[src/rtl/ipu_int_ctrl.sv]
// rtl/ipu_int_ctrl.sv - IPU detection stability filter, coordinate queue and processor interrupt handshake
//
// Purpose:
//   Filters per-frame cell detections for stability, queues accepted grid
//   coordinates and delivers each one to the processor as a level interrupt
//   (ipu_int) with the coordinate held on grid_coord until int_ack is seen.
//
// Ports:
//   clk         in   1        system clock, rising edge
//   rst         in   1        asynchronous active-high reset
//   det_valid   in   1        one-cycle pulse per processed frame
//   det_coord   in   4        detected cell (legal 0-8), sampled with det_valid
//   int_ack     in   1        processor acknowledge, level
//   ipu_int     out  1        interrupt request, registered
//   grid_coord  out  4        coordinate of the current interrupt, registered
//   pending     out  AW+1     queued entries, excluding the one being delivered
//   overflow    out  1        sticky: an accepted coordinate was dropped

module ipu_int_ctrl #(
  parameter int STABLE_FRAMES = 3,
  parameter int FIFO_DEPTH    = 4
) (
  input  logic                          clk,
  input  logic                          rst,
  input  logic                          det_valid,
  input  logic [3:0]                    det_coord,
  input  logic                          int_ack,
  output logic                          ipu_int,
  output logic [3:0]                    grid_coord,
  output logic [$clog2(FIFO_DEPTH):0]   pending,
  output logic                          overflow
);

  localparam int AW = $clog2(FIFO_DEPTH);
  localparam int CW = AW + 1;
  localparam logic [3:0]    STABLE_L = 4'(STABLE_FRAMES);
  localparam logic [CW-1:0] DEPTH_L  = CW'(FIFO_DEPTH);

  typedef enum logic [1:0] {
    S_IDLE    = 2'd0,
    S_REQ     = 2'd1,
    S_RELEASE = 2'd2
  } state_t;

  // Stability filter state
  logic [3:0] last_q, last_d;
  logic       last_vld_q, last_vld_d;
  logic [3:0] run_q, run_d;
  logic       armed_q, armed_d;
  logic       push;

  // Queue state
  logic [3:0]    mem [FIFO_DEPTH];
  logic [AW-1:0] wr_q, wr_d;
  logic [AW-1:0] rd_q, rd_d;
  logic [CW-1:0] count_q, count_d;
  logic          fifo_empty, fifo_full;
  logic          pop, push_acc;
  logic          overflow_q, overflow_d;

  // Handshake state
  state_t     state_q, state_d;
  logic       ipu_int_q, ipu_int_d;
  logic [3:0] grid_q, grid_d;

  // ---------------------------------------------------------------------------
  // Stability filter
  // ---------------------------------------------------------------------------
  always_comb begin
    last_d     = last_q;
    last_vld_d = last_vld_q;
    run_d      = run_q;
    armed_d    = armed_q;
    push       = 1'b0;
    if (det_valid) begin
      if (det_coord > 4'd8) begin
        // Illegal detection breaks any run in progress.
        last_d     = 4'd0;
        last_vld_d = 1'b0;
        run_d      = 4'd0;
        armed_d    = 1'b1;
      end else begin
        if (last_vld_q && (det_coord == last_q)) begin
          if (run_q < STABLE_L) begin
            run_d = run_q + 4'd1;
          end
        end else begin
          last_d     = det_coord;
          last_vld_d = 1'b1;
          run_d      = 4'd1;
          armed_d    = 1'b1;
        end
        // Uses the post-update run/armed values so STABLE_FRAMES=1 pushes
        // on the very first detection of a new coordinate.
        if (armed_d && (run_d == STABLE_L)) begin
          push    = 1'b1;
          armed_d = 1'b0;
        end
      end
    end
  end

  always_ff @(posedge clk or posedge rst) begin
    if (rst) begin
      last_q     <= 4'd0;
      last_vld_q <= 1'b0;
      run_q      <= 4'd0;
      armed_q    <= 1'b1;
    end else begin
      last_q     <= last_d;
      last_vld_q <= last_vld_d;
      run_q      <= run_d;
      armed_q    <= armed_d;
    end
  end

  // ---------------------------------------------------------------------------
  // Coordinate queue
  // ---------------------------------------------------------------------------
  assign fifo_empty = (count_q == '0);
  assign fifo_full  = (count_q == DEPTH_L);
  assign pop        = (state_q == S_IDLE) && !fifo_empty;
  // A simultaneous pop frees a slot, so a push into a full queue still lands.
  assign push_acc   = push && (!fifo_full || pop);

  always_comb begin
    wr_d       = wr_q;
    rd_d       = rd_q;
    count_d    = count_q;
    overflow_d = overflow_q;
    if (push_acc) begin
      wr_d = wr_q + AW'(1);
    end
    if (pop) begin
      rd_d = rd_q + AW'(1);
    end
    case ({push_acc, pop})
      2'b10:   count_d = count_q + CW'(1);
      2'b01:   count_d = count_q - CW'(1);
      default: count_d = count_q;
    endcase
    if (push && !push_acc) begin
      overflow_d = 1'b1;
    end
  end

  always_ff @(posedge clk) begin
    if (push_acc) begin
      mem[wr_q] <= det_coord;
    end
  end

  always_ff @(posedge clk or posedge rst) begin
    if (rst) begin
      wr_q       <= '0;
      rd_q       <= '0;
      count_q    <= '0;
      overflow_q <= 1'b0;
    end else begin
      wr_q       <= wr_d;
      rd_q       <= rd_d;
      count_q    <= count_d;
      overflow_q <= overflow_d;
    end
  end

  // ---------------------------------------------------------------------------
  // Interrupt handshake
  // ---------------------------------------------------------------------------
  always_comb begin
    state_d   = state_q;
    ipu_int_d = ipu_int_q;
    grid_d    = grid_q;
    case (state_q)
      S_IDLE: begin
        if (!fifo_empty) begin
          grid_d    = mem[rd_q];
          ipu_int_d = 1'b1;
          state_d   = S_REQ;
        end
      end
      S_REQ: begin
        if (int_ack) begin
          ipu_int_d = 1'b0;
          state_d   = S_RELEASE;
        end
      end
      S_RELEASE: begin
        if (!int_ack) begin
          state_d = S_IDLE;
        end
      end
      default: begin
        ipu_int_d = 1'b0;
        state_d   = S_IDLE;
      end
    endcase
  end

  always_ff @(posedge clk or posedge rst) begin
    if (rst) begin
      state_q   <= S_IDLE;
      ipu_int_q <= 1'b0;
      grid_q    <= 4'd0;
    end else begin
      state_q   <= state_d;
      ipu_int_q <= ipu_int_d;
      grid_q    <= grid_d;
    end
  end

  assign ipu_int    = ipu_int_q;
  assign grid_coord = grid_q;
  assign pending    = count_q;
  assign overflow   = overflow_q;

endmodule

[config.mk]
export PLATFORM = sky130hd
export DESIGN_NAME = ipu_int_ctrl
export DESIGN_NICKNAME = d
export VERILOG_FILES = /design/src/rtl/ipu_int_ctrl.sv
export SDC_FILE = /design/constraint.sdc
export NUM_CORES = 1
export LEC_CHECK = 0
export ABC_AREA = 1
export CORE_ASPECT_RATIO = 0.7
export CORE_MARGIN = 8
export CORE_UTILIZATION = 40
export CTS_BUF_LIST = sky130_fd_sc_hd__clkbuf_4 sky130_fd_sc_hd__clkbuf_8 sky130_fd_sc_hd__clkbuf_16
export CTS_CLUSTER_DIAMETER = 100
export DETAILED_ROUTE_END_ITERATION = 7
export REMOVE_ABC_BUFFERS = 1
export SYNTH_ARGS = -nofsm -noshare
export SYNTH_HDL_FRONTEND = slang
export SYNTH_SLANG_ARGS = --single-unit
[constraint.sdc]
create_clock -name clk -period 3.2 [get_ports clk]
set_clock_uncertainty 0.2 [all_clocks]
set_input_delay 0.64 -clock clk [delete_from_list [all_inputs] [get_ports clk]]
set_output_delay 0.64 -clock clk [all_outputs]
set_load 0.02 [all_outputs]
==> flow_summary.ini <==
[die]
die_h_um = 74.32
die_w_um = 99.31
core_area_um2 = 4730
dieArea_um2 = 7380
std_cell_rows = 21
ios = 17
start_util_pct = 41.08

[clocking]
clock_sinks = 41
htree_levels = 2
clk_latency_ns = 0.29
ctsResizeCount = 0
post_cts_buffers = 0
cts_tree = done
clock-root-buffer = clkbuf_8
numCtsBuffers = 5
ctsHoldBuffers = 0
clkTransAtPathRegs_ns = 0.08
clk_path_buf_depth = 2

[status]
outcome = complete, no violations

[setup_path]
cp_slowest_cell = clkdlybuf4s50_1
slowest_delay_ns = 0.62
reg2reg_slack_ns = 0.71
cp_top_family = buffers and inverters
worstPathArrival_ns = 2.90
worstSetupEndpointType = flop
crit_type = in -> reg
crit_chain = clkdlybuf4s50_1 -> inv_2 -> nand2_2 -> nand2_2 -> nor2_4 -> nand4_1 -> nand4_4 -> ha_1 -> inv_1 -> fa_1 -> a21oi_1 -> o21ai_0 -> xor2_1
ff2ff_path_depth = 11
cp.depth = 13
crit_top_cell = nand2_2
crit_buf_inv = 3
crit_path_start_kind = primary input
crit_fanout = 7
worstPathRequired_ns = 3.17

[placed_design]
hpwlAfterDp_um = 2624
gp_congestion = 0.7482
dp_slack_ns = -0.05452
placed_area_um2 = 2237
io_buffers = 16

[drt]
viasPerCell = 4.421
drtAntennaViolNets = 0
drc_errors = 0
first_pass_iters = 4
drtIter0Drc = 67
avgRoutedWirePerCell_um = 12.27
routed_wl_um = 3559
vias = 1282

[power_and_ir_drop]
switchingPower_w = 0.0006220
p_comb_share_pct = 34.7
seq_power_share_pct = 41.7
p_total_w = 0.001757
p_leak_nw = 1.042
p_clk_share_pct = 23.6
peakVddDrop_uv = 394.0
power_per_cell_area_nw_per_um2 = 747.9
p_sw_share_pct = 35.41
p_int_w = 0.001135

[layout]
fin_util_pct = 49.66
antenna_cells = 0
fin_nets = 247
syn_to_final_growth_pct = 20.86
final_common_cell = nor2_1
drive_gt1_share_pct = 15.45
fin_area_um2 = 2349
final_cell_mix = 38 x nor2_1, 30 x inv_1, 27 x nand2_1, 24 x dfrtp_1

[timing]
finalCritPeriodShare_pct = 91.44
relSlewSlack_pct = 72.22
whs_ns = 0.2753
final_hold_viol_count = 0
slew_violations = 0
setup_viol = 0
rsz0062_at_grt = no
max_freq_mhz = 341.7
final.setup.worst_slack_ns = 0.2738
tightest_slew_ns = 0.4152
fin_crit_ns = 2.926

[synthesis]
ys_types = 28
synth_top_area_share_pct = 30.91
ys_warn_count = 0
yosys-top-cells-area = dfrtp_1 31%, edfxtp_1 25%, nor2_1 7.3%, inv_1 5.8%, nand2_1 5.2%
synth.avg_cell_area_um2 = 9.667
synth_largest_area_cell = dfrtp_1
syn_inst = 201
ys_seq_elements = 41
ys_seq_area_share_pct = 56.99
syn_area_um2 = 1943

[global_routing]
grt_start_max_net_pins = 26
antenna_found_initial = 0
grt_pass1_wl_um = 6306
grt_pass1_vias = 1296
grt_overflow = 0
grt_util_all_layers_pct = 10.90

[run]
drv_cap = 0

[hold_path]
hold_depth = 2
worstHoldPathType = reg -> reg
-- synthesized netlist by cell type --
| library cell | count |
|---|---|
| a211oi_1 | 1 |
| a21oi_1 | 2 |
| a21oi_2 | 1 |
| a31oi_1 | 4 |
| buf_2 | 1 |
| dfrtp_1 | 24 |
| dfstp_2 | 1 |
| edfxtp_1 | 16 |
| fa_1 | 1 |
| ha_1 | 6 |
| inv_1 | 30 |
| inv_2 | 2 |
| nand2_1 | 27 |
| nand2_2 | 5 |
| nand3_1 | 6 |
| nand3_4 | 1 |
| nand4_1 | 2 |
| nand4_4 | 1 |
| nor2_1 | 38 |
| nor2_2 | 5 |
| nor2_4 | 3 |
| o211ai_1 | 1 |
| o21ai_0 | 15 |
| o21ai_1 | 1 |
| o21bai_1 | 1 |
| o22ai_1 | 2 |
| xnor2_1 | 1 |
| xor2_1 | 3 |
-- final timing paths --
kind                                    from          to
worst max-delay path            det_coord[3]  pending[2]
min in group asynchronous                rst     rd_q[0]
worst max register to register    pending[0]  pending[2]
worst min register to register       ipu_int     ipu_int
worst min-delay path                 ipu_int     ipu_int
max in group asynchronous                rst     armed_q
-- per-stage QoR --
| stage | TNS (ns) | instances |
|---|---|---|
| after floorplan | 0 | 200 |
| after global placement | -0.03934 | 282 |
| after detailed placement | -0.05452 | 282 |
| after CTS | 0 | 290 |
| after global routing | 0 | 290 |
| final | 0 | 290 |
-- power groups by stage --
stage	sequential [W]	clock, W	combinational [W]
final	0.000733	0.000415	0.000609
after global routing	0.000751	0.000446	0.000696
after global placement	0.000744	0	0.000610
after detailed placement	0.000747	0	0.000616
after CTS	0.000736	0.000425	0.000621
after floorplan	0.000787	0	0.000341
-- worst reg2reg max path, delay by kind of cell, from the launching register on --
family / cells / cell delay (ns)
AND/OR/NAND/NOR: 5 / 0.75
adder cells (fa/ha/maj): 2 / 0.53
flip-flops: 1 / 0.43
AO/OA/AOI/OAI: 2 / 0.26
XOR/XNOR: 1 / 0.15
buffers and inverters: 1 / 0.06
-- sequential cells by signal, indices dropped and copies added (netlist names) --
register,count
rd_q,2
last_q,4
overflow,1
last_vld_q,1
grid_coord,4
ipu_int,1
run_q,4
pending,3
state_q,2
mem,16
armed_q,1
wr_q,2
-- area by class of cell --
cell class / instances / area (um^2)
clock buffers: 6 / 76.32
repair buffers: 25 / 227.7
flip-flops and latches: 41 / 1107
fillers: 428 / 2381
multi-input cells: 127 / 710.7
clock inverters: 2 / 35.03
inverters: 32 / 120.1
well taps: 57 / 71.32
-- cell families (layout without fill, tap and decap cells) --
| logic type | Yosys count | in the layout | synth area share, % |
|---|---|---|---|
| and+or+nand+nor | 88 | 88 | 21.70 |
| DFF | 41 | 41 | 56.99 |
| buffers and inverters | 33 | 65 | 6.439 |
| AOI/OAI and AO/OA | 28 | 28 | 8.178 |
| adders and majority gates | 7 | 7 | 4.894 |
| xor gates and xnor gates | 4 | 4 | 1.803 |
-- per-layer routing --
metal / track usage (%) / up-vias / part of all wire (%)
met1: 15.03 / 556 / 52
met3: 3.364 / 2 / 4.8
met2: 16.10 / 20 / 42
li1: - / 704 / -
met5: 0 / - / 0
met4: 3.005 / 0 / 0.28
Power figures use the tool's default switching activity.
